$ cat config.mk
export PLATFORM = sky130hd
export DESIGN_NAME = mc_ctrl
export DESIGN_NICKNAME = d
export VERILOG_FILES = /design/src/rtl/cpu_pkg.sv /design/src/rtl/mc_decode.sv /design/src/rtl/mc_ctrl.sv
export SDC_FILE = /design/constraint.sdc
export NUM_CORES = 1
export LEC_CHECK = 0
export CAP_MARGIN = 20
export CORE_UTILIZATION = 35
export CTS_BUF_LIST = sky130_fd_sc_hd__clkbuf_2
export CTS_CLUSTER_DIAMETER = 40
export CTS_CLUSTER_SIZE = 10
export DETAILED_ROUTE_END_ITERATION = 12
export DONT_BUFFER_PORTS = 1
export PLACE_DENSITY_LB_ADDON = 0.12
export SYNTH_ARGS = -nofsm -noshare
export SYNTH_HDL_FRONTEND = slang
export SYNTH_SLANG_ARGS = --single-unit
$ cat constraint.sdc
create_clock -name clock -period 1.9 [get_ports clock]
set_clock_uncertainty 0.1 [all_clocks]
set_input_delay 0.38 -clock clock [delete_from_list [all_inputs] [get_ports clock]]
set_output_delay 0.38 -clock clock [all_outputs]
set_load 0.01 [all_outputs]
$ cat src/rtl/cpu_pkg.sv
// +--------------------------------------------------------------------+
// | cpu_pkg : state, opcode/funct, ALU and extender encodings shared   |
// |           by the multi-cycle control sequencer.                    |
// | Rev 1.0 : initial release                                          |
// +--------------------------------------------------------------------+
`default_nettype none

package cpu_pkg;

   typedef enum logic [2:0] {
      S_FETCH  = 3'd0,
      S_DECODE = 3'd1,
      S_EXEC   = 3'd2,
      S_MEM    = 3'd3,
      S_WB     = 3'd4
   } state_t;

   localparam logic [5:0] c_op_rtype = 6'h00;
   localparam logic [5:0] c_op_addi  = 6'h08;
   localparam logic [5:0] c_op_andi  = 6'h0C;
   localparam logic [5:0] c_op_ori   = 6'h0D;
   localparam logic [5:0] c_op_lui   = 6'h0F;
   localparam logic [5:0] c_op_lw    = 6'h23;
   localparam logic [5:0] c_op_sw    = 6'h2B;

   localparam logic [5:0] c_fn_add = 6'h20;
   localparam logic [5:0] c_fn_sub = 6'h22;
   localparam logic [5:0] c_fn_and = 6'h24;
   localparam logic [5:0] c_fn_or  = 6'h25;
   localparam logic [5:0] c_fn_slt = 6'h2A;

   localparam logic [3:0] c_alu_none = 4'b0000;
   localparam logic [3:0] c_alu_add  = 4'b0001;
   localparam logic [3:0] c_alu_sub  = 4'b0010;
   localparam logic [3:0] c_alu_and  = 4'b0011;
   localparam logic [3:0] c_alu_or   = 4'b0100;
   localparam logic [3:0] c_alu_slt  = 4'b0101;
   localparam logic [3:0] c_alu_lui  = 4'b0110;

   localparam logic [1:0] c_ext_zero = 2'b00;
   localparam logic [1:0] c_ext_sign = 2'b01;
   localparam logic [1:0] c_ext_lui  = 2'b10;

   typedef struct packed {
      logic       legal;
      logic       is_r;
      logic       is_load;
      logic       is_store;
      logic [3:0] aluop;
      logic [1:0] s_ext;
      logic       s_b;
   } dec_t;

endpackage

`default_nettype wire

$ cat src/rtl/mc_decode.sv
// +--------------------------------------------------------------------+
// | mc_decode : combinational op/funct classifier for mc_ctrl.         |
// | Rev 1.0   : initial release                                        |
// +--------------------------------------------------------------------+
`default_nettype none

module mc_decode
   import cpu_pkg::*;
(
   input  logic [5:0] op,
   input  logic [5:0] funct,
   output dec_t       dec
);

   always_comb begin
      dec = '0;
      case (op)
         c_op_rtype: begin
            dec.legal = 1'b1;
            dec.is_r  = 1'b1;
            case (funct)
               c_fn_add: dec.aluop = c_alu_add;
               c_fn_sub: dec.aluop = c_alu_sub;
               c_fn_and: dec.aluop = c_alu_and;
               c_fn_or:  dec.aluop = c_alu_or;
               c_fn_slt: dec.aluop = c_alu_slt;
               default: begin
                  dec.legal = 1'b0;
                  dec.is_r  = 1'b0;
               end
            endcase
         end
         c_op_addi: begin
            dec.legal = 1'b1;
            dec.aluop = c_alu_add;
            dec.s_ext = c_ext_sign;
            dec.s_b   = 1'b1;
         end
         c_op_andi: begin
            dec.legal = 1'b1;
            dec.aluop = c_alu_and;
            dec.s_ext = c_ext_zero;
            dec.s_b   = 1'b1;
         end
         c_op_ori: begin
            dec.legal = 1'b1;
            dec.aluop = c_alu_or;
            dec.s_ext = c_ext_zero;
            dec.s_b   = 1'b1;
         end
         c_op_lui: begin
            dec.legal = 1'b1;
            dec.aluop = c_alu_lui;
            dec.s_ext = c_ext_lui;
            dec.s_b   = 1'b1;
         end
         c_op_lw, c_op_sw: begin
            // address = rs + sign-extended offset
            dec.legal    = 1'b1;
            dec.is_load  = (op == c_op_lw);
            dec.is_store = (op == c_op_sw);
            dec.aluop    = c_alu_add;
            dec.s_ext    = c_ext_sign;
            dec.s_b      = 1'b1;
         end
         default: dec = '0;
      endcase
   end

endmodule

`default_nettype wire

$ cat src/rtl/mc_ctrl.sv
// +--------------------------------------------------------------------+
// | mc_ctrl : multi-cycle FETCH/DECODE/EXEC/MEM/WB control sequencer   |
// |           with bounded data-memory wait. MC_CTRL_PERF_EN adds      |
// |           cycle / retired-instruction counters.                    |
// | Rev 1.0 : initial release                                          |
// +--------------------------------------------------------------------+
`default_nettype none

module mc_ctrl
   import cpu_pkg::*;
#(
   parameter int unsigned WAIT_MAX = 15
) (
   input  logic        clock,
   input  logic        reset,
   input  logic [5:0]  op,
   input  logic [5:0]  funct,
   input  logic        mem_ready,
   output logic        pc_write,
   output logic        ir_write,
   output logic        reg_write,
   output logic        mem_read,
   output logic        mem_write,
   output logic [3:0]  aluop,
   output logic        s_num_write,
   output logic [1:0]  s_ext,
   output logic        s_b,
   output logic        s_data_write,
   output logic [2:0]  state,
   output logic        illegal,
`ifdef MC_CTRL_PERF_EN
   output logic [31:0] cyc_cnt,
   output logic [31:0] ins_cnt,
`endif
   output logic        bus_err
);

   localparam logic [7:0] c_wait_last = 8'(WAIT_MAX - 1);

   state_t     state_q, state_d;
   logic [7:0] wait_q, wait_d;
   logic       done;
   dec_t       dec;

   mc_decode u_decode (
      .op    (op),
      .funct (funct),
      .dec   (dec)
   );

   always_comb begin
      state_d      = state_q;
      wait_d       = wait_q;
      done         = 1'b0;
      pc_write     = 1'b0;
      ir_write     = 1'b0;
      reg_write    = 1'b0;
      mem_read     = 1'b0;
      mem_write    = 1'b0;
      aluop        = c_alu_none;
      s_num_write  = 1'b0;
      s_ext        = c_ext_zero;
      s_b          = 1'b0;
      s_data_write = 1'b0;
      illegal      = 1'b0;
      bus_err      = 1'b0;
      case (state_q)
         S_FETCH: begin
            pc_write = 1'b1;
            ir_write = 1'b1;
            state_d  = S_DECODE;
         end
         S_DECODE: begin
            illegal = ~dec.legal;
            state_d = dec.legal ? S_EXEC : S_FETCH;
         end
         S_EXEC: begin
            aluop   = dec.aluop;
            s_ext   = dec.s_ext;
            s_b     = dec.s_b;
            wait_d  = '0;
            state_d = (dec.is_load || dec.is_store) ? S_MEM : S_WB;
         end
         S_MEM: begin
            aluop     = dec.aluop;
            s_ext     = dec.s_ext;
            s_b       = dec.s_b;
            mem_read  = dec.is_load;
            mem_write = dec.is_store;
            // ready on the limit cycle still completes the access
            if (mem_ready) begin
               done    = dec.is_store;
               state_d = dec.is_load ? S_WB : S_FETCH;
            end else if (wait_q == c_wait_last) begin
               bus_err = 1'b1;
               state_d = S_FETCH;
            end else begin
               wait_d = wait_q + 8'd1;
            end
         end
         S_WB: begin
            reg_write    = 1'b1;
            s_num_write  = dec.is_r;
            s_data_write = dec.is_load;
            done         = 1'b1;
            state_d      = S_FETCH;
         end
         default: state_d = S_FETCH;
      endcase
      // state is already FETCH under reset; only the fetch strobes need masking
      if (!reset) begin
         pc_write = 1'b0;
         ir_write = 1'b0;
      end
   end

   always_ff @(posedge clock or negedge reset) begin
      if (!reset) begin
         state_q <= S_FETCH;
         wait_q  <= '0;
      end else begin
         state_q <= state_d;
         wait_q  <= wait_d;
      end
   end

   assign state = state_q;

`ifdef MC_CTRL_PERF_EN
   logic [31:0] cyc_q, cyc_d, ins_q, ins_d;

   always_comb begin
      cyc_d = cyc_q + 32'd1;
      ins_d = ins_q + {31'd0, done};
   end

   always_ff @(posedge clock or negedge reset) begin
      if (!reset) begin
         cyc_q <= '0;
         ins_q <= '0;
      end else begin
         cyc_q <= cyc_d;
         ins_q <= ins_d;
      end
   end

   assign cyc_cnt = cyc_q;
   assign ins_cnt = ins_q;
`else
   logic unused_done;
   assign unused_done = done;
`endif

endmodule

`default_nettype wire
[Word-level counts from Yosys, hierarchy flattened]
Index checks and enable logic that the tools add are counted.
Cells by class
  equality and inequality tests: 19
  muxes and demuxes: 30
  reduce and logical (&&, ||, !) cells: 11
  add/subtract/negate cells: 1
  bitwise gates (word level): 1
Operators with widths (count)
  $eq 6x6->1 const B: 7
  $pmux 3 s5: 2
  $eq 6x4->1 const B: 4
  $mux 8: 2
  $pmux 8 s2: 1
  $mux 1: 13
  $mux 3: 4
  $pmux 3 s4: 1
  $pmux 3 s3: 1
  $add 8x1->8 const B: 1
  $eq 8x4->1 const B: 1
  $mux 2: 4
  $eq 3x2->1 const B: 2
  $logic_not 6->1: 1
  $reduce_or 2->1: 3
  $reduce_or 6->1: 1
  $reduce_or 5->1: 1
  $mux 4: 1
  $ne 2x2->1 const B: 2
  $eq 3x1->1 const B: 1
  $eq 3x3->1 const B: 1
  $logic_not 3->1: 1
  $ne 3x3->1 const B: 1
  $reduce_and 3->1: 1
  other kinds (5): 5
Storage, ports and cells
  output and inout port bits: 19
  flip-flop bits (word level): 11

[Depth between registers and ports, before layout]
Gate-level depths: netlist of run 1.
  depth after elaboration: 6
  gate-level depth with buffers: 6

[By module]
From an unflattened synthesis of run 1, not the netlist that was laid out.
Unflattened totals
  cells, all modules: 121
  area, all modules: 993.5 um^2
Modules (own cells, without submodules)
  mc_ctrl: seq. area each 275.3 um^2, instances 1, area an instance 733.2 um^2, cells each 83
  mc_decode: seq. area each 0.0 um^2, instances 1, area an instance 260.2 um^2, cells each 38

[Least setup slack after synthesis of run 1]
OpenSTA, ideal clock, no wires.
  path type: input port to output port
  from: input port op[0]
  to: output port s_ext[0]
  buffers on the path: 1
  setup slack: -0.296 ns
  data arrival time: 1.716 ns
  stages: 3
  data required time: 1.420 ns
  cell sequence: buf_4 or4b_1 a2111oi_0
On the way
  longest elaborated chain between the ends: 4
  elaborated cells on any way between the ends: 10
  classes of those cells: eq/ne (6); mux (2); reduce/logical (2)
Ends and longest elaborated chain
  from (decl): RTL line mc_ctrl.sv:16  | input logic [5:0] op,
  $eq 6x4->1 / $eq 6x6->1 (equally long branches): RTL line mc_decode.sv:17  | case (op)
  $reduce_or 3->1 (no source line) / $reduce_or 2->1 (equally long branches)
  $pmux 3 s3 *: RTL line mc_decode.sv:17
  $mux 2 *: RTL line mc_ctrl.sv:67  | case (state_q)
  to (decl): RTL line mc_ctrl.sv:26  | output logic [1:0] s_ext,
Every way passes the cells marked *; elsewhere a longest branch is shown, timed or not.

[Worst setup path after layout of run 1]
  from: register wait_q[0]
  to: output port bus_err
On the way
  longest elaborated chain between the ends: 4
Ends and longest elaborated chain
  from (decl): RTL line mc_ctrl.sv:41  | logic [7:0] wait_q, wait_d;
  from (signal assigned): RTL line mc_ctrl.sv:123  | wait_q <= wait_d;
  $eq 8x4->1: RTL line mc_ctrl.sv:94  | end else if (wait_q == c_wait_last) begin
  $mux 1: RTL line mc_ctrl.sv:94
  $mux 1: RTL line mc_ctrl.sv:91  | if (mem_ready) begin
  $mux 1: RTL line mc_ctrl.sv:67
  to (decl): RTL line mc_ctrl.sv:35  | output logic bus_err
No other way between the ends.

==> impl_metrics.yaml, run 1 <==
synth:
  async_reset_ff_share_pct: 100
  yosysTopAreaCell: "dfrtp_1"
  number_of_enable_flip_flop_cells_after_synthesis: 0
  ys.flop_type: "dfrtp_1"
  synthCells: 129
  per_instance_average_area_after_synthesis_um2: 7.79
  ys.warnings.count: 0
  yosysTopAreaCellShare_pct: 27.4
  syn-num-nets: 146
  syn_area_mm2: 0.00100
  sequential_element_share_of_the_synthesized_area_pct: 27.4
  yosys_register_bits: 11
  synth.distinct_cells: 47
  netlist_top_cells_area: "dfrtp_1 27%, nand2_1 6.0%, nor2_1 4.9%"
critical_path:
  worstPathArrival_ps: 1520
  worstReg2RegEnd: "state[1]"
  startpoint: "wait_q[0]"
  rrSetupSlack_ps: 160
  cp_data_required_time_ps: 1420
  cp-start-kind: "flip-flop"
  worst-r2r-cell-count: 7
  maximum_fanout_along_the_worst_path: 2
  worstReg2RegStart: "wait_q[0]"
  setup.worst_path.end_class: "output port"
  critPathKind: "flip-flop to output port"
status:
  outcome: "finished with violations"
  failed_checks: "negative setup slack"
clock_tree:
  max-clock-path-buffers: 2
  clock_sinks: 11
  clock_tree_from_tritoncts: "done"
  worst_skew_pair.late_latency_ps: 280
  number_of_buffers_created_by_cts: 3
  cts.clk_slew.worst_paths_ps: 140
  clockRootBuffer: "clkbuf_2"
  cts-htree-levels: 1
global_routing:
  via_count_of_the_first_global_routing_pass: 1036
  antenna_found_initial: 0
  grt_usage_pct: 18.7
  grt_overflow: 0
  grt_start_max_net_pins: 18
  grt_first_pass_wirelength_um: 4640
min_path:
  holdCritStartpoint: "op[3]"
  worst_min_delay_path_endpoint: "state[2]"
  whs_path_depth: 2
  timing.hold.worst.class: "primary input to flip-flop"
floorplanning:
  initial_utilization_pct: 36.8
  die_w_um: 55.6
  core_area_mm2: 0.00273
  die_height_um: 55.6
  dieArea_mm2: 0.00309
  rows: 19
  io_pins: 34
power_and_ir_drop:
  standby_leakage_power_uw: 0.000507
  power_density_mw_per_mm2: 1060
  vdd_ir_drop_max_mv: 0.656
  p_total_uw: 1330
  power_switching_share_pct: 45.1
  p_int_uw: 730
  clock_group_share_of_total_power_pct: 11.4
  power.switching_uw: 601
  pwr-share-comb_pct: 55.5
  seq_power_share_pct: 33.1
finish:
  layout.core_utilization_pct: 45.9
  final-seq-area_um2: 278
  finalNonFillerCells: 174
  n_fill_cell: 275
  final_nets: 161
  layout.cells.most_common: "nand2_1"
  antenna_cells_inserted: 0
  synthToLayoutAreaGrowth_pct: 24.8
  share_of_final_layout_standard_cells_stronger_than_drive_strength_1_pct: 26.6
  multiInputGateArea_um2: 768
  final_cell_mix: "16 x nand2_1, 15 x buf_4, 10 x nor2_1"
timing:
  final_min_period_over_clock_period_pct: 105
  report.final.slew_viol_count: 0
  worst_rel_slew_slack_pct: 58.1
  fin_ws_ps: -101
  grt_setup_unrepaired: "true"
  hold-worst-slack_ps: 161
  timing.fmax_mhz: 500
  number_of_setup_violations_in_the_final_report: 1
  tightestPinTransition_ps: 619
  finalHoldViolations: 0
  timing.final.crit_period_ps: 2000
placement:
  place.detailed.hpwl_um: 2030
  port_buffers: 0
  gp_congestion: 0.782
  placed_cells_incl_taps: 168
routing:
  via_per_inst: 5.98
  drt_pass1_iterations: 4
  ant_nets: 0
  drt_iter0_drcs: 16
  drt_wl_total_um: 2740
  route.detailed.wl_per_inst_um: 15.7
  route.vias.total: 1041
  route.detailed.drc: 0
run:
  max-cap-violations: 0
state kept, by name, summed over array words and instances, names as in the netlist:
name    cells
state       3
wait_q      8
routing by layer:
metal | track usage (%) | up-vias | routed length (um)
li1 | - | 508 | -
met1 | 24.8 | 498 | 1280
met2 | 31.0 | 31 | 1300
met3 | 3.02 | 4 | 123
met4 | 6.43 | 0 | 36
met5 | 0 | - | 0
synth_stat cells, types with 2 or more instances:
cell	instances
nand2_1	16
o311ai_1	2
a21o_1	2
clkbuf_1	3
buf_4	3
inv_1	4
nand3_1	7
nor2_1	13
nor2b_1	2
nand2b_1	7
mux2i_1	4
dfrtp_1	11
nor3_1	4
o21ai_0	3
or3_1	3
nor4_1	3
o21ai_1	2
ha_1	2
nor3b_1	3
o311ai_0	2
nor4b_1	2
a21oi_1	4
o211ai_1	3
through the flow:
step           instance area (um2)  setup TNS (ps)  setup WS (ps)
2_1_floorplan                 1030           -19.9          -19.9
6_report                      1250            -101           -101
3_5_place_dp                  1130           -5.08          -5.08
5_1_grt                       1250            -246           -245
4_1_cts                       1180            -115           -115
3_3_place_gp                  1130           -56.3          -27.5
power groups by stage:
stage | clock network [uW] | registers (uW) | logic [uW]
global placement | 0 | 422 | 665
floorplan | 0 | 432 | 461
global route | 161 | 462 | 831
CTS | 151 | 438 | 688
detailed placement | 0 | 428 | 672
finish | 152 | 440 | 739
cell families (layout without fill, tap and decap cells):
| group | count (synthesis) | after routing | share of synthesized area [%] |
|---|---|---|---|
| other | 1 | 1 | 0.373 |
| AOI/OAI and AO/OA | 30 | 30 | 21.8 |
| and+or+nand+nor | 69 | 69 | 37.1 |
| adders and majority gates | 2 | 2 | 2.49 |
| xor gates and xnor gates | 1 | 1 | 0.872 |
| buffers and inverters | 11 | 25 | 5.98 |
| muxes | 4 | 4 | 3.99 |
| DFF | 11 | 11 | 27.4 |
worst max-delay path: stages (launching register included):
cell and delay, ps:
dfrtp_1 400, inv_1 60, ha_1 140, nor4b_4 230
nand2_1 100, nor3_2 160, buf_4 140
worst max path at each step:
stage / endpoint / slack, ps / cells past startpoint
final: bus_err / -100 / 6
after global routing: bus_err / -240 / 6
after floorplan: aluop[0] / -20 / 5
after CTS: bus_err / -120 / 6
after global placement: bus_err / -30 / 6
after detailed placement: state[1] / -5 / 7
what timing repair did:
action,in CTS,in global routing
endpoints found under the setup margin,4,10
endpoints found under the hold margin,11,0
gates cloned,0,0
pin swaps,1,4
gates resized for setup,4,14
buffers inserted,0,1
hold buffers,1,0
area by class of cell:
class / instances / share of cell area, %
repair buffers: 17 / 10.7
flip-flops and latches: 11 / 22.2
clock buffers: 4 / 1.60
well taps: 31 / 3.09
multi-input cells: 107 / 61.3
inverters: 4 / 1.20
Power figures use the tool's default switching activity.
==> run 2: changes to the inputs <==
--- a/config.mk
+++ b/config.mk
@@ -5,13 +5,16 @@
 export SDC_FILE = /design/constraint.sdc
 export NUM_CORES = 1
 export LEC_CHECK = 0
+export ABC_CLOCK_PERIOD_IN_PS = 1900
 export CAP_MARGIN = 20
+export CORE_ASPECT_RATIO = 0.5
 export CORE_UTILIZATION = 35
 export CTS_BUF_LIST = sky130_fd_sc_hd__clkbuf_2
 export CTS_CLUSTER_DIAMETER = 40
 export CTS_CLUSTER_SIZE = 10
 export DETAILED_ROUTE_END_ITERATION = 12
 export DONT_BUFFER_PORTS = 1
+export HOLD_SLACK_MARGIN = 0.03
 export PLACE_DENSITY_LB_ADDON = 0.12
 export SYNTH_ARGS = -nofsm -noshare
 export SYNTH_HDL_FRONTEND = slang
==> run 2 against run 1 <==
Net effect: combinational power up 6.0%; register-to-register slack about the same; largest cell class unchanged; sequential share of layout area down 1.1 points; clock power down 3%; the run still ends with negative setup slack left; count of clock-buffer cells in the layout unchanged; die area up 0.41%.
==> impl_metrics.yaml, run 2 (synthesis gave the netlist of run 1 again) <==
timing:
  timing.fmax_mhz: 501
  tightestPinTransition_ps: 540
  final_min_period_over_clock_period_pct: 105
  grt_setup_unrepaired: "true"
  fin_ws_ps: -95.9
  report.final.slew_viol_count: 0
  hold-worst-slack_ps: 174
  number_of_setup_violations_in_the_final_report: 2
  worst_rel_slew_slack_pct: 63.9
  finalHoldViolations: 0
  timing.final.crit_period_ps: 2000
placement:
  port_buffers: 0
  post_place_setup_slack_ps: -80.7
  gp_congestion: 0.710
  place.detailed.hpwl_um: 1990
power_and_ir_drop:
  vdd_ir_drop_max_mv: 0.364
  power_density_mw_per_mm2: 1040
  p_total_uw: 1360
  standby_leakage_power_uw: 0.000550
critical_path:
  cp-start-kind: "flip-flop"
  timing.critical_path.cells: "inv_1, ha_2, nor4b_4, nand2_1, nor3_2, buf_4"
  worstReg2RegEnd: "wait_q[4]"
  critPathKind: "flip-flop to output port"
  maximum_fanout_along_the_worst_path: 2
  crit_slowest_cell: "dfrtp_1"
  critPathTopFamily: "simple AND/OR/NAND/NOR gates"
  rrSetupSlack_ps: 150
  worstPathArrival_ps: 1520
  worst-r2r-cell-count: 7
  startpoint: "wait_q[0]"
  setup.worst_path.end_class: "output port"
  cp_data_required_time_ps: 1420
  cp_slowest_stage_delay_ps: 400
  worstReg2RegStart: "wait_q[0]"
  cp.buffers_inverters: 2
global_routing:
  grt_first_pass_wirelength_um: 4140
  via_count_of_the_first_global_routing_pass: 897
  grt_overflow: 0
  grt_start_max_net_pins: 14
  grt_usage_pct: 18.1
  antenna_found_initial: 0
floorplanning:
  dieArea_mm2: 0.00310
  rows: 13
  io_pins: 34
  die_height_um: 39.9
  die_w_um: 77.8
  core_area_mm2: 0.00265
  initial_utilization_pct: 37.9
routing:
  route.vias.total: 1064
  drt_pass1_iterations: 4
  ant_nets: 0
  route.detailed.wl_per_inst_um: 14.7
  drt_wl_total_um: 2740
  route.detailed.drc: 0
  via_per_inst: 5.72
  drt_iter0_drcs: 63
finish:
  layout.core_utilization_pct: 49.6
  final_nets: 167
  share_of_final_layout_standard_cells_stronger_than_drive_strength_1_pct: 30.2
  antenna_cells_inserted: 0
  max_flop_register: "wait_q"
  synthToLayoutAreaGrowth_pct: 31.0
  layout.cells.most_common: "buf_4"
  flip_flop_count_of_the_largest_register_all_copies_and_words_added: 8
  final_cell_mix: "19 x buf_4, 15 x nand2_1, 11 x nor2_1"
clock_tree:
  number_of_buffers_created_by_cts: 3
  clock_sinks: 11
  worst_skew_pair.late_latency_ps: 280
  clock_tree_from_tritoncts: "done"
  max-clock-path-buffers: 2
  cts-htree-levels: 1
  cts.clk_slew.worst_paths_ps: 130
  clockRootBuffer: "clkbuf_2"
status:
  outcome: "finished with violations"
  failed_checks: "negative setup slack"
min_path:
  holdCritStartpoint: "mem_ready"
  whs_path_depth: 3
  timing.hold.worst.class: "primary input to flip-flop"
  worst_min_delay_path_endpoint: "state[0]"
run:
  max-cap-violations: 0
[run 2: changes by cell type in the layout (fill, tap and decap cells not counted), moves of 2 or more]
| cell | before | now |
|---|---|---|
| o311ai_0 | 0 | 2 |
| nor2_2 | 3 | 1 |
| buf_4 | 15 | 19 |
| o311ai_1 | 4 | 2 |
[run 2: final cells by class]
type | instances | area (um2)
multi-input cells | 107 | 771
repair buffers | 23 | 188
clock buffers | 4 | 20.0
inverters | 4 | 15.0
fillers | 263 | 1340
well taps | 37 | 46.3
flip-flops and latches | 11 | 277
[run 2: worst max path at each step]
stage,end,slack (ps),cells past startpoint
after floorplan,aluop[0],-20,5
after global placement,state[1],-60,7
after detailed placement,aluop[2],-80,4
after CTS,bus_err,-120,6
after global routing,bus_err,-230,6
final,bus_err,-100,6
[run 2: worst reg2reg max path: stages (launching register included)]
cell and delay [ps]:
dfrtp_1 370, inv_1 50, ha_2 170, nor4b_4 130
buf_4 140, a21o_1 230, o41ai_1 340, a22o_1 170
[run 2: timing repair]
| action | in CTS | in global routing |
|---|---|---|
| endpoints found under the setup margin | 10 | 9 |
| buffers inserted | 2 | 3 |
| resized for setup | 11 | 10 |
| hold buffers | 1 | 0 |
| pin swaps | 2 | 4 |
| endpoints found under the hold margin | 11 | 0 |
[run 2: through the flow]
stage	std cells	setup TNS (ps)	cell area [um2]
5_1_grt	186	-414	1320
2_1_floorplan	129	-19.9	1030
3_3_place_gp	176	-139	1160
4_1_cts	183	-124	1250
3_5_place_dp	176	-188	1160
6_report	186	-98.4	1320
[run 2: power by group]
group | leakage (uW) | switching, uW | internal (uW) | total [uW]
Clock | 0.0000166 | 90.9 | 55.8 | 147
Sequential | 0.000114 | 111 | 323 | 434
Combinational | 0.000420 | 398 | 385 | 783
[run 2: per-layer routing]
layer | part of all wire [%] | GRT usage (%) | vias to the layer above
li1 | - | - | 518
met1 | 46 | 21.5 | 506
met2 | 46 | 32.7 | 36
met3 | 6.4 | 6.05 | 4
met4 | 1.2 | 4.25 | 0
met5 | 0 | 0 | -
==> run 3: changes to the inputs <==
--- a/config.mk
+++ b/config.mk
@@ -11,11 +11,11 @@
 export CORE_UTILIZATION = 35
 export CTS_BUF_LIST = sky130_fd_sc_hd__clkbuf_2
 export CTS_CLUSTER_DIAMETER = 40
-export CTS_CLUSTER_SIZE = 10
 export DETAILED_ROUTE_END_ITERATION = 12
 export DONT_BUFFER_PORTS = 1
 export HOLD_SLACK_MARGIN = 0.03
 export PLACE_DENSITY_LB_ADDON = 0.12
+export SLEW_MARGIN = 20
 export SYNTH_ARGS = -nofsm -noshare
 export SYNTH_HDL_FRONTEND = slang
 export SYNTH_SLANG_ARGS = --single-unit
==> results of run 3 <==
No change in the layout: final DEF, timing and power equal those of run 2.
==> variant 1: new RTL, config.mk and constraints of run 2 <==
Change the parameter `WAIT_MAX` from 15 to 8.
--- a/src/rtl/mc_ctrl.sv
+++ b/src/rtl/mc_ctrl.sv
@@ -9,7 +9,7 @@
 module mc_ctrl
    import cpu_pkg::*;
 #(
-   parameter int unsigned WAIT_MAX = 15
+   parameter int unsigned WAIT_MAX = 8
 ) (
    input  logic        clock,
    input  logic        reset,
Function: no difference found for any inputs over 10 cycles, from zero or initial values and one cycle with reset low; that may be too few to reach the edited logic, so the function may still have changed.
==> variant 1 against run 2 <==
The run still ends with setup timing left. First-iteration DRC count down 59%. Non-clock buffer count down 6. Die area down 0.36%. Wire length down 5.0%. Clock power shrank 6%. Power shrank 4.4%. Setup slack got worse by 0.22 ns. Synthesized area decreased by 0.37%. Final area fell by 7.0%. Sequential cell count is the same. Sequential share of layout area is 1.6 points higher.
==> variant 1: results (changes against run 2) <==
| Metric | Value |
|---|---|
| Outcome | `complete, but fails checks` |
| Failing checks | `setup timing` |
| Maximum vdd ir drop | `0.466 mV (+28%)` |
| Leakage | `0.486 nW (-12%)` |
| Sw Share | `0.446 (+0.00595)` |
| RePlAce Congestion | `0.714 (+0.62%)` |
| Post-Synth XOR/XNOR Area | `0.00875 (+0.0000327)` |
| DP Area | `1140 µm² (-1.2%)` |
| Synth top area cells | `dfrtp_1 (28%), nand2_1 (6.0%), mux2i_1 (5.0%)` |
| Synth top cells by count | `nand2_1 (16), nor2_1 (13), dfrtp_1 (11)` |
| 1st-iter DRT viols | `26 (-59%)` |
| Endpoints failing setup | `1 (-1)` |
| Mux contribution to synthesized area | `0.0500 (+0.0101)` |
| Slew HR | `0.643 (+0.00437)` |
| R2R Path Start | `wait_q[4]` |
| Tot GR Track Use | `0.178 (-0.00388)` |
| Setup TNS | `-0.312 ns (-0.213 ns)` |
| Syn_nets | `142 (-2.7%)` |
| Final wirelength | `2600 µm (-5.0%)` |
| Hold Path Origin | `op[3]` |
| Setup WS post-layout | `-0.312 ns (-0.216 ns)` |
| Post-Place Cells | `170 (-3.4%)` |
| Fill count | `269 (+2.3%)` |
| Largest net degree at the start of global routing | `17 (+3)` |
| Arrival @ worst endpoint | `1.73 ns (+0.21 ns)` |
| Adder-cell share of the synthesized area | `0.0125 (-0.0124)` |
| Vias | `969 (-8.9%)` |
| CP peak stage delay | `0.53 ns (+0.13 ns)` |
| First-pass GRT wire length | `4110 µm (-0.68%)` |
| Share of post-route cells with drive strength above 1 | `0.264 (-0.0377)` |
variant 1: worst reg2reg max path: stages (launching register included):
cell and delay, ns:
dfrtp_1 0.39, or4_4 0.53, o31a_1 0.31, and3_1 0.18
a211o_1 0.22
variant 1: logic make-up (layout without fill, tap and decap cells):
family | count (synthesis) | after routing
AND/OR/NAND/NOR | 70 | 70
AO/OA/AOI/OAI | 26 | 26
flip-flops | 11 | 11
buffers and inverters | 11 | 25
multiplexers | 5 | 5
adder cells (fa/ha/maj) | 1 | 1
other | 1 | 1
XOR/XNOR | 1 | 1
variant 1: layout make-up:
type / count / area [µm²] / share of cell area
inverter: 4 / 15.0 / 0.0123
multi-input combinational: 104 / 736 / 0.601
tap: 37 / 46.3 / 0.0378
sequential: 11 / 277 / 0.226
clock buffer: 4 / 20.0 / 0.0164
timing repair buffer: 17 / 130 / 0.106
variant 1: path summary, 6_finish.rpt:
kind | end | slack, ns | cells after the start
worst max-delay path | bus_err | -0.31 | 3
worst min-delay path | state[2] | 0.18 | 2
worst max register to register | wait_q[2] | 0.08 | 4
worst min register to register | wait_q[1] | 0.47 | 2
max in group asynchronous | state[0] | 0.91 | 1
min in group asynchronous | wait_q[6] | 0.41 | 1
variant 1: what timing repair did:
item	4_1_cts	5_1_grt
setup endpoints to repair	3	11
pin swaps	2	3
gates resized for setup	0	9
setup buffers	0	2
cloned	0	0
hold buffers	1	0
hold endpoints to repair	11	0
variant 1: metal layers:
| metal | vias up | share of wire | global-route usage |
|---|---|---|---|
| met1 | 452 | 0.49 | 0.231 |
| met2 | 23 | 0.45 | 0.305 |
| met5 | - | 0 | 0 |
| met4 | 0 | 0 | 0.0236 |
| met3 | 0 | 0.051 | 0.0488 |
| li1 | 494 | - | - |
==> variant 2: new RTL, config.mk and constraints of run 2 <==
Made on the original files. Put a register stage on the output `bus_err`, cleared by the reset. The value now appears one clock later. The other outputs are not delayed to match.
--- a/src/rtl/mc_ctrl.sv
+++ b/src/rtl/mc_ctrl.sv
@@ -37,6 +37,8 @@
 
    localparam logic [7:0] c_wait_last = 8'(WAIT_MAX - 1);
 
+   logic bus_err_d;
+
    state_t     state_q, state_d;
    logic [7:0] wait_q, wait_d;
    logic       done;
@@ -63,7 +65,7 @@
       s_b          = 1'b0;
       s_data_write = 1'b0;
       illegal      = 1'b0;
-      bus_err      = 1'b0;
+      bus_err_d    = 1'b0;
       case (state_q)
          S_FETCH: begin
             pc_write = 1'b1;
@@ -92,7 +94,7 @@
                done    = dec.is_store;
                state_d = dec.is_load ? S_WB : S_FETCH;
             end else if (wait_q == c_wait_last) begin
-               bus_err = 1'b1;
+               bus_err_d = 1'b1;
                state_d = S_FETCH;
             end else begin
                wait_d = wait_q + 8'd1;
@@ -151,6 +153,14 @@
    assign unused_done = done;
 `endif
 
+   always_ff @(posedge clock or negedge reset) begin
+      if (!reset) begin
+         bus_err <= '0;
+      end else begin
+         bus_err <= bus_err_d;
+      end
+   end
+
 endmodule
 
 `default_nettype wire
Formal check against the unedited RTL: same outputs for any inputs over 10 cycles, from zero or initial values and one cycle with reset low; that may be too few to reach the edited logic, so the function may still have changed.
==> variant 2 against run 2 <==
The run still ends with setup timing left. Final area fell by 6.0%. Wire length fell by 2.9%. Core utilization shrank 3.3 points. Global-route usage down 0.42 points. Synthesized area up 1.2%. Clock power is 9.5% lower. Sequential cell count rose by 1. Maximum frequency grew 4.0%. Setup slack gained 0.076 ns. Power shrank 23%. Critical endpoint is now aluop[1].
==> variant 2: results (changes against run 2) <==
| Metric | Value |
|---|---|
| Tot GR Track Use | `0.177 (-0.00421)` |
| Sequential fraction of the synthesis area | `0.295 (+0.0212)` |
| CP peak stage delay | `0.49 ns (+0.09 ns)` |
| CTS clk-pin slew, worst paths | `0.11 ns (-0.02 ns)` |
| Met3 usage | `0.0705 (+0.00999)` |
| Syn Area/Cell | `7.89 µm² (+1.2%)` |
| Adder-cell share of the synthesized area | `0.0246 (-0.000306)` |
| Synth top area cells | `dfrtp_1 (30%), nand2_1 (5.2%), nor2_1 (5.2%)` |
| Endpoints failing setup | `1 (-1)` |
| Leakage | `0.532 nW (-3.3%)` |
| Routed len/inst | `14.8 µm (+0.35%)` |
| Pint | `0.613 mW (-20%)` |
| GRT met2 Usage | `0.322 (-0.00507)` |
| Final wirelength | `2660 µm (-2.9%)` |
| Vias in the first global route | `857 (-4.5%)` |
| Vias | `1,006 (-5.5%)` |
| Worst R2R End | `wait_q[3]` |
| First-pass GRT wire length | `4060 µm (-1.8%)` |
| Synth top cells by count | `nand2_1 (14), nor2_1 (14), dfrtp_1 (12)` |
| Synth Flop Type | `dfrtp_1` |
| Met1 Routed Length | `1290 µm (+2.7%)` |
| Hpwl dp | `1980 µm (-0.85%)` |
| DP Area | `1170 µm² (+1.2%)` |
| 1st-iter DRT viols | `53 (-16%)` |
| Worst slew pin tran | `0.595 ns (+0.0554 ns)` |
| Final hold slack | `0.0803 ns (-0.0935 ns)` |
| Setup TNS | `-0.0196 ns (+0.0788 ns)` |
| Critical path origin | `op[4]` |
| Crit path to | `aluop[1]` |
| Hold depth | `1 (-2)` |
| Worst Path Max Fanout | `7 (+5)` |
| Met3 WL post-DR | `154 µm (-13%)` |
| Synth cell types | `42 (-11%)` |
| Maximum vdd ir drop | `0.293 mV (-19%)` |
| Post-Place Cells | `174 (-1.1%)` |
| Slowest cell on the critical path | `or4_1` |
| Met1 Track Usage GR | `0.209 (-0.00584)` |
| Critical path class | `primary input to output pin` |
| Share of post-route cells with drive strength above 1 | `0.245 (-0.0573)` |
| Final #Nets | `161 (-3.6%)` |
| Fill count | `265 (+0.76%)` |
| Setup WS post-layout | `-0.0196 ns (+0.0763 ns)` |
| RePlAce Congestion | `0.763 (+7.5%)` |
| Hold Path End | `bus_err` |
| Compound-gate portion of the synthesized area | `0.202 (-0.0162)` |
| Worst slack at placement | `-0.0398 ns (+0.0409 ns)` |
| DR WL met2 | `1210 µm (-5.0%)` |
| Outcome | `complete, but fails checks` |
| Largest net degree at the start of global routing | `18 (+4)` |
| Arrival @ worst endpoint | `1.44 ns (-0.08 ns)` |
| Failing checks | `setup timing` |
| Mux contribution to synthesized area | `0.0394 (-0.000490)` |
| Post-Synth XOR/XNOR Area | `0.00861 (-0.000107)` |
==> variant 2: power by group through the flow <==
stage | clock, mW | sequential, mW | combinational, mW
5_1_grt | 0.150 | 0.372 | 0.617
3_3_place_gp | 0 | 0.366 | 0.523
6_report | 0.133 | 0.362 | 0.558
4_1_cts | 0.142 | 0.360 | 0.550
2_1_floorplan | 0 | 0.384 | 0.343
3_5_place_dp | 0 | 0.365 | 0.527
==> variant 2: cell type report <==
cell class | instances | area, µm² | area share
Clock buffer | 3 | 15.0 | 0.0121
Clock inverter | 1 | 3.75 | 0.00303
Inverter | 7 | 26.3 | 0.0212
Multi-Input combinational cell | 102 | 708 | 0.572
Sequential cell | 12 | 300 | 0.243
Tap cell | 37 | 46.3 | 0.0374
Timing Repair Buffer | 18 | 138 | 0.111
==> variant 2: what timing repair did <==
item,4_1_cts,5_1_grt
buffers inserted,1,0
hold buffers,1,0
pin swaps,2,0
endpoints found under the setup margin,2,7
hold endpoints to repair,12,0
gates resized for setup,2,8
